`src/rtl/sonar_echo_capture.sv`:
```
// Sonar trigger/echo timer: fires a trigger pulse, then measures echo high time in microsecond ticks.
// Optional build macro SONAR_ECHO_FILTER_EN adds a 3-sample glitch filter after the synchroniser.
module sonar_echo_capture #(
  parameter int TICK_DIV   = 50,
  parameter int TRIG_US    = 10,
  parameter int TIMEOUT_US = 30000,
  parameter int WIDTH_W    = 16
) (
  input  logic               clock,
  input  logic               reset,
  input  logic               start,
  input  logic               echo,
  output logic               trig,
  output logic               busy,
  output logic               done,
  output logic               valid,
  output logic               timeout,
  output logic [WIDTH_W-1:0] width_us
);

  localparam int PRESC_W = $clog2(TICK_DIV + 1);
  localparam logic [PRESC_W-1:0] PRESC_ZERO = {PRESC_W{1'b0}};
  localparam logic [PRESC_W-1:0] PRESC_ONE  = {{(PRESC_W-1){1'b0}}, 1'b1};
  localparam logic [PRESC_W-1:0] PRESC_LAST = PRESC_W'(TICK_DIV - 1);
  localparam logic [WIDTH_W-1:0] CNT_ZERO   = {WIDTH_W{1'b0}};
  localparam logic [WIDTH_W-1:0] CNT_ONE    = {{(WIDTH_W-1){1'b0}}, 1'b1};
  localparam logic [WIDTH_W-1:0] TRIG_LAST  = WIDTH_W'(TRIG_US - 1);
  localparam logic [WIDTH_W-1:0] WAIT_LAST  = WIDTH_W'(TIMEOUT_US - 1);
  localparam logic [WIDTH_W-1:0] LIMIT      = WIDTH_W'(TIMEOUT_US);

  typedef enum logic [2:0] {
    ST_IDLE      = 3'd0,
    ST_TRIG      = 3'd1,
    ST_WAIT_RISE = 3'd2,
    ST_MEASURE   = 3'd3,
    ST_DONE      = 3'd4
  } state_t;

  state_t               state_r;
  logic [PRESC_W-1:0]   presc_r;
  logic [WIDTH_W-1:0]   cnt_r;
  logic                 armed_r;
  logic                 trig_r;
  logic                 busy_r;
  logic                 done_r;
  logic                 valid_r;
  logic                 timeout_r;
  logic [WIDTH_W-1:0]   width_r;

  logic                 echo_meta_r;
  logic                 echo_sync_r;
  logic                 echo_q_r;
  logic                 echo_edge_s;

  logic                 tick_s;
  logic [PRESC_W-1:0]   presc_next_s;
  logic [WIDTH_W-1:0]   cnt_inc_s;
  logic                 rise_s;
  logic                 fall_s;

  // Two-flop synchroniser for the asynchronous echo pin
  always_ff @(posedge clock or negedge reset) begin
    if (!reset) begin
      echo_meta_r <= 1'b0;
      echo_sync_r <= 1'b0;
    end else begin
      echo_meta_r <= echo;
      echo_sync_r <= echo_meta_r;
    end
  end

`ifdef SONAR_ECHO_FILTER_EN
  logic echo_d1_r;
  logic echo_d2_r;
  logic echo_hold_r;

  // Sample history and held filter value
  always_ff @(posedge clock or negedge reset) begin
    if (!reset) begin
      echo_d1_r   <= 1'b0;
      echo_d2_r   <= 1'b0;
      echo_hold_r <= 1'b0;
    end else begin
      echo_d1_r   <= echo_sync_r;
      echo_d2_r   <= echo_d1_r;
      echo_hold_r <= echo_edge_s;
    end
  end

  // Follow the synchronised echo only once three consecutive samples agree
  always_comb begin
    if ((echo_sync_r == echo_d1_r) && (echo_d1_r == echo_d2_r)) begin
      echo_edge_s = echo_sync_r;
    end else begin
      echo_edge_s = echo_hold_r;
    end
  end
`else
  // Unfiltered build: edges come straight from the synchroniser
  always_comb begin
    echo_edge_s = echo_sync_r;
  end
`endif

  // Delayed copy of the edge source for rise/fall detection
  always_ff @(posedge clock or negedge reset) begin
    if (!reset) begin
      echo_q_r <= 1'b0;
    end else begin
      echo_q_r <= echo_edge_s;
    end
  end

  // Prescaler tick, counter increment and edge strobes
  always_comb begin
    tick_s       = (presc_r == PRESC_LAST);
    presc_next_s = tick_s ? PRESC_ZERO : (presc_r + PRESC_ONE);
    cnt_inc_s    = tick_s ? (cnt_r + CNT_ONE) : cnt_r;
    rise_s       = echo_edge_s & ~echo_q_r;
    fall_s       = ~echo_edge_s & echo_q_r;
  end

  // Measurement sequencer with registered outputs
  always_ff @(posedge clock or negedge reset) begin
    if (!reset) begin
      state_r   <= ST_IDLE;
      presc_r   <= PRESC_ZERO;
      cnt_r     <= CNT_ZERO;
      armed_r   <= 1'b0;
      trig_r    <= 1'b0;
      busy_r    <= 1'b0;
      done_r    <= 1'b0;
      valid_r   <= 1'b0;
      timeout_r <= 1'b0;
      width_r   <= CNT_ZERO;
    end else begin
      done_r <= 1'b0;
      case (state_r)
        ST_IDLE: begin
          presc_r <= PRESC_ZERO;
          cnt_r   <= CNT_ZERO;
          if (start) begin
            state_r   <= ST_TRIG;
            trig_r    <= 1'b1;
            busy_r    <= 1'b1;
            valid_r   <= 1'b0;
            timeout_r <= 1'b0;
            width_r   <= CNT_ZERO;
          end else begin
            state_r <= ST_IDLE;
          end
        end
        ST_TRIG: begin
          if (tick_s && (cnt_r == TRIG_LAST)) begin
            state_r <= ST_WAIT_RISE;
            trig_r  <= 1'b0;
            presc_r <= PRESC_ZERO;
            cnt_r   <= CNT_ZERO;
            armed_r <= 1'b0;
          end else begin
            presc_r <= presc_next_s;
            cnt_r   <= cnt_inc_s;
          end
        end
        ST_WAIT_RISE: begin
          // A rise only counts once the echo has been seen low inside this state
          if (rise_s && armed_r) begin
            state_r <= ST_MEASURE;
            presc_r <= PRESC_ZERO;
            cnt_r   <= CNT_ZERO;
          end else if (tick_s && (cnt_r == WAIT_LAST)) begin
            state_r   <= ST_DONE;
            presc_r   <= PRESC_ZERO;
            cnt_r     <= CNT_ZERO;
            done_r    <= 1'b1;
            valid_r   <= 1'b1;
            timeout_r <= 1'b1;
            width_r   <= CNT_ZERO;
          end else begin
            presc_r <= presc_next_s;
            cnt_r   <= cnt_inc_s;
            armed_r <= armed_r | ~echo_edge_s;
          end
        end
        ST_MEASURE: begin
          // A fall on the limit tick still reports a normal end
          if (fall_s) begin
            state_r   <= ST_DONE;
            presc_r   <= PRESC_ZERO;
            cnt_r     <= CNT_ZERO;
            done_r    <= 1'b1;
            valid_r   <= 1'b1;
            timeout_r <= 1'b0;
            width_r   <= cnt_inc_s;
          end else if (cnt_inc_s == LIMIT) begin
            state_r   <= ST_DONE;
            presc_r   <= PRESC_ZERO;
            cnt_r     <= CNT_ZERO;
            done_r    <= 1'b1;
            valid_r   <= 1'b1;
            timeout_r <= 1'b1;
            width_r   <= LIMIT;
          end else begin
            presc_r <= presc_next_s;
            cnt_r   <= cnt_inc_s;
          end
        end
        ST_DONE: begin
          state_r <= ST_IDLE;
          busy_r  <= 1'b0;
          presc_r <= PRESC_ZERO;
          cnt_r   <= CNT_ZERO;
        end
        default: begin
          state_r <= ST_IDLE;
          trig_r  <= 1'b0;
          busy_r  <= 1'b0;
          presc_r <= PRESC_ZERO;
          cnt_r   <= CNT_ZERO;
        end
      endcase
    end
  end

  assign trig     = trig_r;
  assign busy     = busy_r;
  assign done     = done_r;
  assign valid    = valid_r;
  assign timeout  = timeout_r;
  assign width_us = width_r;

endmodule
```
`config.mk`:
```
export PLATFORM = sky130hd
export DESIGN_NAME = sonar_echo_capture
export DESIGN_NICKNAME = d
export VERILOG_FILES = /design/src/rtl/sonar_echo_capture.sv
export SDC_FILE = /design/constraint.sdc
export NUM_CORES = 1
export LEC_CHECK = 0
export ABC_AREA = 1
export BUFFER_PORTS_ARGS = -buffer_cell sky130_fd_sc_hd__buf_2
export CAP_MARGIN = 5
export CORE_MARGIN = 2
export CORE_UTILIZATION = 55
export DETAILED_ROUTE_END_ITERATION = 8
export PLACE_DENSITY = 0.74
export SYNTH_ARGS = -nofsm -noshare
export SYNTH_HDL_FRONTEND = slang
export SYNTH_SLANG_ARGS = --single-unit
```
`constraint.sdc`:
```
create_clock -name clock -period 4.55 [get_ports clock]
set_clock_uncertainty 0.1 [all_clocks]
set_input_delay 0.91 -clock clock [delete_from_list [all_inputs] [get_ports clock]]
set_output_delay 0.91 -clock clock [all_outputs]
set_load 0.01 [all_outputs]
```
### Word level (Yosys, flattened, before mapping)

Cells that the tools add are included.

| storage, ports and cells | value |
|---|---|
| register bits after elaboration | 50 |
| latch bits | 0 |
| RAM bits | 0 |
| ROM bits | 0 |
| bits of input ports | 4 |
| output and inout port bits | 21 |
| logic and storage cells | 97 |
| memories | 0 |

| operators by class | value |
|---|---|
| add/subtract/negate cells | 2 |
| $mul | 0 |
| div/mod/pow operators | 0 |
| $lt $le $gt $ge | 0 |
| equality and inequality tests | 15 |
| shift-type cells | 0 |
| muxes and demuxes | 47 |
| bitwise gates (word level) | 7 |
| reductions and logical operators | 13 |

Operator list:

| kind | number |
|---|---|
| two-way mux 16 bit | 11 |
| one-hot mux 16 bit (3 select lines) | 2 |
| two-way mux 6 bit | 6 |
| equality test 16 x 15 -> 1 bit, second input constant | 2 |
| one-hot mux 6 bit (3 select lines) | 1 |
| adder 16 x 1 -> 16 bit, second input constant | 1 |
| equality test 16 x 4 -> 1 bit, second input constant | 1 |
| two-way mux 1 bit | 15 |
| two-way mux 3 bit | 5 |
| one-hot mux 3 bit (4 select lines) | 1 |
| inequality test 2 bit, second input constant | 5 |
| one-hot mux 1 bit (3 select lines) | 3 |
| adder 6 x 1 -> 6 bit, second input constant | 1 |
| equality test 3 x 2 -> 1 bit, second input constant | 2 |
| equality test 6 bit, second input constant | 1 |
| inequality test 3 bit, second input constant | 2 |
| one-hot mux 1 bit (2 select lines) | 3 |
| AND reduction 3 bit | 2 |
| OR reduction 3 bit | 2 |
| AND reduction 5 bit | 1 |
| inverter 1 bit | 4 |
| AND reduction 4 bit | 1 |
| equality test 3 x 1 -> 1 bit, second input constant | 1 |
| equality test 3 bit, second input constant | 1 |
| 7 further kinds | 10 |

### Logic depth before layout (Yosys ltp)

Gate-level depths: netlist of run 1.

| logic depth | value |
|---|---|
| depth in word-level cells | 6 |
| depth in mapped cells | 18 |
| mapped depth without buffers | 17 |

### Worst setup path before layout of run 1

Ideal clock, no wire load.

| timing path | value |
|---|---|
| path kind | register to register |
| start | reg cnt_r[0] |
| end | reg width_r[10] (netlist: width_us[10]) |
| library setup time | 0.121 ns |
| data arrival time | 1.939 ns |
| data required time | 4.329 ns |
| setup slack | 2.389 ns |
| stages on the path, launching flop included | 18 |
| buffers on the path | 1 |
| period minus slack after synthesis | 2.161 ns |
| path through | dfrtp_1 ha_1 nand2_1 nor2_2 nand2_1 nor2_4 nand3_1 nand2_1 nand2_1 inv_1 nand2_1 nor2_1 nand2_2 nand3_4 nand2_4 buf_6 nand2_1 nand2_1 |

| on the way | value |
|---|---|
| word-level cells in the longest chain between the ends | 5 |
| elaborated cells between the ends (all ways) | 10 |
| those cells by class | 1 x add/sub; 4 x eq/ne; 3 x mux; 2 x reduce/logical |

Ends and longest elaborated chain:

| item | RTL line | RTL |
|---|---|---|
| start: declaration | 41 | `logic [WIDTH_W-1:0] cnt_r;` |
| start signal: assignment | 162 | `cnt_r <= cnt_inc_s;` |
| start signal: assignment | 181 | `cnt_r <= cnt_inc_s;` |
| start signal: assignment | 205 | `cnt_r <= cnt_inc_s;` |
| adder 16 x 1 -> 16 bit | 118 | `cnt_inc_s = tick_s ? (cnt_r + CNT_ONE) : cnt_r;` |
| two-way mux 16 bit | 118 |  |
| equality test 16 x 15 -> 1 bit | 195 | `end else if (cnt_inc_s == LIMIT) begin` |
| inequality test 3 bit (no source line) | n/a |  |
| AND reduction 5 bit (no source line) | n/a |  |
| end signal: assignment | 194 | `width_r <= cnt_inc_s;` |
| end: declaration | 48 | `logic [WIDTH_W-1:0] width_r;` |

Parallel ways exist; a longest one is shown, timed or not.
A chain may end at the register's enable or synchronous reset.

### Final worst setup path of run 1

| timing path | value |
|---|---|
| start | reg presc_r[0] |
| end | reg cnt_r[9] |

| on the way | value |
|---|---|
| word-level cells in the longest chain between the ends | 6 |
| elaborated cells between the ends (all ways) | 11 |
| those cells by class | 2 x eq/ne; 7 x mux; 2 x reduce/logical |

Ends and longest elaborated chain:

| item | RTL line | RTL |
|---|---|---|
| start: declaration | 40 | `logic [PRESC_W-1:0] presc_r;` |
| start signal: assignment | 161 | `presc_r <= presc_next_s;` |
| start signal: assignment | 180 | `presc_r <= presc_next_s;` |
| start signal: assignment | 204 | `presc_r <= presc_next_s;` |
| equality test 6 bit * | 116 | `tick_s = (presc_r == PRESC_LAST);` |
| two-way mux 16 bit | 118 |  |
| equality test 16 x 15 -> 1 bit | 195 |  |
| two-way mux 16 bit | 195 |  |
| two-way mux 16 bit | 187 | `if (fall_s) begin` |
| one-hot mux 16 bit (3 select lines) * | 138 | `case (state_r)` |

Every way passes the cells marked *; elsewhere a longest branch is shown, timed or not.

==> flow_summary.ini, run 1 <==
[cts]
htreeDepth = 2
ctsResizeCount = 0
cts_sinks = 50
worstSkewPairLatency_ps = 320
postCtsSetupBuffers = 0
cts_tree = built
clk_pin_slew_ps = 100
numCtsBuffers = 5
cts_hold_buf = 0
cts.path.max_buffers = 2
cts-root-buf = clkbuf_8

[floorplanning]
row_count = 26
die_y_microns = 76.35
ios = 25
dieArea_sq_um = 5829
die_w_microns = 76.35
core-area_sq_um = 5075
start_util_pct = 56.73

[cells_and_area]
fill_cells = 482
final_nets = 429
regArea_sq_um = 1251
diodes = 0
instances_no_fill = 492
multi_input_area_sq_um = 1370
area_delta_synth_final_pct = 9.822
drive_above_1_share_pct = 12.09

[drt]
dr.pass1.iters = 4
viasPerCell = 5.242
drc = 0
routedWlPerCell_microns = 13.25
drt_wl_total_mm = 6.521
vias = 2579
final_antenna_net_count = 0
dr.first_iter.drc_count = 252

[yosys]
synth.avg_cell_area_sq_um = 7.289
netlist_area_sq_um = 2879
synth_top_area_share_pct = 43.46
yosys_most_used_dff = dfrtp_1
synthCells = 395
ys_ff_latch = 50
netlist_top_cells_count = nand2_1, inv_1, nor2_1
yosysWarnings = 0
synth_edf_count = 0
synth_area_leaders = dfrtp_1, nand2_1, inv_1
yosys.cell_count.top_type = nand2_1
async_flop_share_pct = 100.0
synth_nets = 403
yosysSeqAreaShare_pct = 43.46
yosysTopAreaCell = dfrtp_1
ys_types = 32

[critical_path]
arrival_ps = 2720
end_kind = flip-flop
startpoint_type = flip-flop
worstPathRequired_ps = 4650
cp_max_fo = 17
crit_type = reg -> reg

[placed_design]
dp_cells = 484
gp_congestion = 1.009
hpwl_mm = 4.866
portBuffers = 24

[global_routing]
grt.overflow.total = 0
grt_max_degree = 51
antenna_found_initial = 0
grt_pass1_vias = 2441
grt_usage_pct = 23.87
grt_pass1_wl_mm = 11.34

[power_and_ir_drop]
clockPowerShare_pct = 41.5
p_per_area_nw_per_um2 = 249.3
power_mw = 0.7884
combinationalPowerShare_pct = 2.0
p_leak_nw = 1.517
vdd_ir_drop_max_mv = 0.2013
power_switching_mw = 0.1740
p_int_mw = 0.6143
pwr-share-seq_pct = 56.6
swShare_pct = 22.07

[timing]
slew_headroom_pct = 22.61
tightest_slew_ps = 1157
setup_viol = 0
setup-tns-final_ps = 0
post-route-period-util_pct = 57.42
finalHoldViolations = 0
finalMaxSlewViolations = 0
fmax_mhz = 382.7
finalCriticalPeriod_ps = 2613
rsz0062_at_grt = false

[job]
max_cap_viol_count = 0

[outcome]
outcome = finished, final reports clean

[hold_path]
min_path_type = reg -> reg
power groups by stage:
stage / clock (mW) / combinational, mW / sequential [mW]
2_1_floorplan: 0 / 0.00417 / 0.455
3_3_place_gp: 0 / 0.0156 / 0.455
3_5_place_dp: 0 / 0.0159 / 0.455
4_1_cts: 0.328 / 0.0160 / 0.446
5_1_grt: 0.351 / 0.0179 / 0.446
6_report: 0.327 / 0.0154 / 0.446
critical path: stages, from the launching register on:
cell and delay, ps:
dfrtp_1 440, ha_1 260, nand2_2 90, nor2_4 350, nand2_1 100, o21ai_1 160
nand2_1 100, nor2_1 150, nand2_1 70, nor2_1 130, nand2_2 90, nand3_4 100
nand2_2 100, inv_4 180, nor2_1 70
cells by family (layout without fill, tap and decap cells):
kind of cell | count (synthesis) | after routing | share of synthesized area (%)
xor gates and xnor gates | 6 | 6 | 1.825
buffers and inverters | 61 | 88 | 8.953
and+or+nand+nor | 255 | 255 | 39.72
DFF | 50 | 50 | 43.46
adders and majority gates | 4 | 4 | 1.738
AOI/OAI and AO/OA | 19 | 19 | 4.303
through the flow:
stage / hold slack (ps) / worst slack [ps] / utilization (%) / area [sq um]
detailed placement: 240.2 / 1988 / 60.01 / 3045
CTS: 263.7 / 1972 / 62.30 / 3162
finish: 262.7 / 1937 / 62.30 / 3162
floorplan: 231.2 / 2389 / - / 2879
global placement: 238.7 / 2058 / 60.01 / 3045
global route: 285.9 / 1650 / 62.30 / 3162
placed cells by master (no fill, tap or decap), drive strengths merged, types with 6 or more instances in the layout:
cell / instances
nand2: 136
nor2: 58
inv: 55
dfrtp: 50
nand3: 37
buf: 25
nand4: 11
o211ai: 7
xor2: 6
registers in the layout (all words and copies together) (netlist names):
signal / flops
width_us: 16
busy: 1
echo_q_r: 1
echo_meta_r: 1
done: 1
trig: 1
valid: 1
echo_edge_s: 1
timeout: 1
presc_r: 6
state_r: 3
armed_r: 1
cnt_r: 16
path summary, 6_finish.rpt:
path                            slack (ps)                        to  depth (start not counted)             startpoint
worst max register to register        1940        cnt_r[9]$_DFF_PN0_                         14   presc_r[0]$_DFF_PN0_
max in group asynchronous             3330        cnt_r[0]$_DFF_PN0_                          2                  reset
worst max-delay path                  1940        cnt_r[9]$_DFF_PN0_                         14   presc_r[0]$_DFF_PN0_
min in group asynchronous              590  width_us[15]$_DFFE_PN0P_                          2                  reset
worst min-delay path                   260     echo_edge_s$_DFF_PN0_                          0  echo_meta_r$_DFF_PN0_
worst min register to register         260     echo_edge_s$_DFF_PN0_                          0  echo_meta_r$_DFF_PN0_
routing by layer:
layer / track usage [%] / up-vias / part of all wire, %
li1: - / 1292 / -
met3: 4.147 / 7 / 5.1
met2: 38.41 / 67 / 47
met4: 7.455 / 0 / 1.1
met1: 33.20 / 1213 / 47
met5: 0 / - / 0
final cells by class:
cell class | count | area share (%)
inverter | 55 | 6.609
sequential | 50 | 39.57
clock buffer | 5 | 2.176
timing repair buffer | 25 | 4.036
clock inverter | 3 | 1.504
multi-input combinational | 284 | 43.33
tap | 70 | 2.770
No activity file was read; power rests on OpenSTA's default activity.
==> inputs of run 2 (changes only) <==
Clock period 4.55 ns to 2.7 ns, I/O delays scaled along.
==> flow_summary.ini, run 2 (synthesis results as in run 1) <==
[floorplanning]
ios = 25
dieArea_sq_um = 5829
die_y_microns = 76.35
die_w_microns = 76.35
core-area_sq_um = 5075
row_count = 26
start_util_pct = 56.73

[cells_and_area]
area_delta_synth_final_pct = 11.86
diodes = 0
final_cell_mix = nand2_1, inv_1, nor2_1, dfrtp_1, nand3_1
design_area_sq_um = 3221
final_nets = 437
layout_commonest_cell = nand2_1
drive_above_1_share_pct = 13.72

[global_routing]
grt_usage_pct = 24.53
grt.overflow.total = 0
antenna_found_initial = 0
grt_pass1_vias = 2419
grt_pass1_wl_mm = 11.45
grt_max_degree = 37

[timing]
finalCriticalPeriod_ps = 2515
rsz0062_at_grt = false
tightest_slew_ps = 520.6
finalHoldViolations = 0
setup-tns-final_ps = 0
fmax_mhz = 397.7
slew_headroom_pct = 65.17
finalMaxSlewViolations = 0
post-route-period-util_pct = 93.14
setup_viol = 0

[cts]
cts-root-buf = clkbuf_8
cts_hold_buf = 0
cts.path.max_buffers = 2
clk_pin_slew_ps = 90
cts_sinks = 50
cts_tree = built
numCtsBuffers = 5
htreeDepth = 2
worstSkewPairLatency_ps = 300

[drt]
viasPerCell = 5.226
dr.pass1.iters = 4
dr.first_iter.drc_count = 295
vias = 2613
drc = 0
drt_wl_total_mm = 6.844
final_antenna_net_count = 0
routedWlPerCell_microns = 13.69

[critical_path]
startpoint_type = flip-flop
reg2reg_depth = 15
crit_type = reg -> reg
rrSetupSlack_ps = 190
rr_endpoint = width_us[8]$_DFFE_PN0P_
arrival_ps = 2660
r2r_start = presc_r[0]$_DFF_PN0_
end_kind = flip-flop
cp_max_fo = 8
worstPathRequired_ps = 2850
cp_slowest_cell = dfrtp_1
crit_chain = ha_1 > nand2_2 > nor2_4 > clkbuf_4 > nand2_1 > nand2_1 > inv_1 > nand3_1 > nor2_1 > nand2_1 > nor2_1 > nand2_2 > nand2_1 > o211ai_1 > nand2_1
cp_slowest_stage_delay_ps = 430
path_common_cell = nand2_1

[power_and_ir_drop]
p_leak_nw = 1.545
p_per_area_nw_per_um2 = 401.9
power_mw = 1.294
vdd_ir_drop_max_mv = 0.2635

[hold_path]
min_path_type = in -> async

[placed_design]
gp_congestion = 0.9452
place_area_sq_um = 3083
hpwl_mm = 5.034
portBuffers = 24

[outcome]
outcome = finished, final reports clean

[job]
max_cap_viol_count = 0
-- run 2: how the worst max path moves through the flow --
stage,startpoint,end,slack [ps],depth (start not counted)
CTS,presc_r[1]$_DFF_PN0_,cnt_r[5]$_DFF_PN0_,180,15
floorplan,cnt_r[0]$_DFF_PN0_,width_us[10]$_DFFE_PN0P_,540,17
global placement,presc_r[1]$_DFF_PN0_,cnt_r[0]$_DFF_PN0_,250,15
finish,presc_r[0]$_DFF_PN0_,width_us[8]$_DFFE_PN0P_,190,15
global route,presc_r[1]$_DFF_PN0_,width_us[10]$_DFFE_PN0P_,3,17
detailed placement,presc_r[1]$_DFF_PN0_,cnt_r[5]$_DFF_PN0_,210,15
-- run 2: what timing repair did --
item                       4_1_cts  5_1_grt
setup endpoints to repair        0       40
hold endpoints to repair         0        0
buffers inserted                 0        2
gates resized for setup          0        2
-- run 2: metrics by stage --
stage	hold slack, ps	utilization (%)	instances	setup slack (ps)
5_1_grt	46.59	63.46	500	3.096
6_report	32.60	63.46	500	185.2
3_5_place_dp	245.1	60.75	489	208.0
3_3_place_gp	233.9	60.75	489	249.7
2_1_floorplan	144.4	-	395	539.1
4_1_cts	33.69	62.92	497	176.9
-- run 2: power breakdown --
part	total (mW)	internal [mW]	switching (mW)
registers	0.751	0.750	0.00116
clock network	0.517	0.276	0.241
logic	0.0256	0.00375	0.0219
-- run 2: per-layer routing --
layer,vias to the layer above,wire [microns],GRT usage (%)
met1,1204,3106,34.06
met2,89,3208,38.67
li1,1309,-,-
met4,0,112,9.091
met5,-,0,0
met3,11,417,4.384
-- run 2: worst max-delay path, delay by kind of cell, from the launching register on --
family | cells | cell delay [ps]
buf+inv | 2 | 320
compound gates | 1 | 190
flops | 1 | 430
fa+ha+maj | 1 | 270
simple gates | 11 | 1160
-- run 2: final cells by class --
class / instances / area, sq um
clock buffer: 6 / 72.57
clock inverter: 2 / 37.54
fill: 482 / 1854
inverter: 55 / 211.5
multi-input combinational: 285 / 1380
sequential: 50 / 1251
tap: 70 / 87.58
timing repair buffer: 32 / 180.2
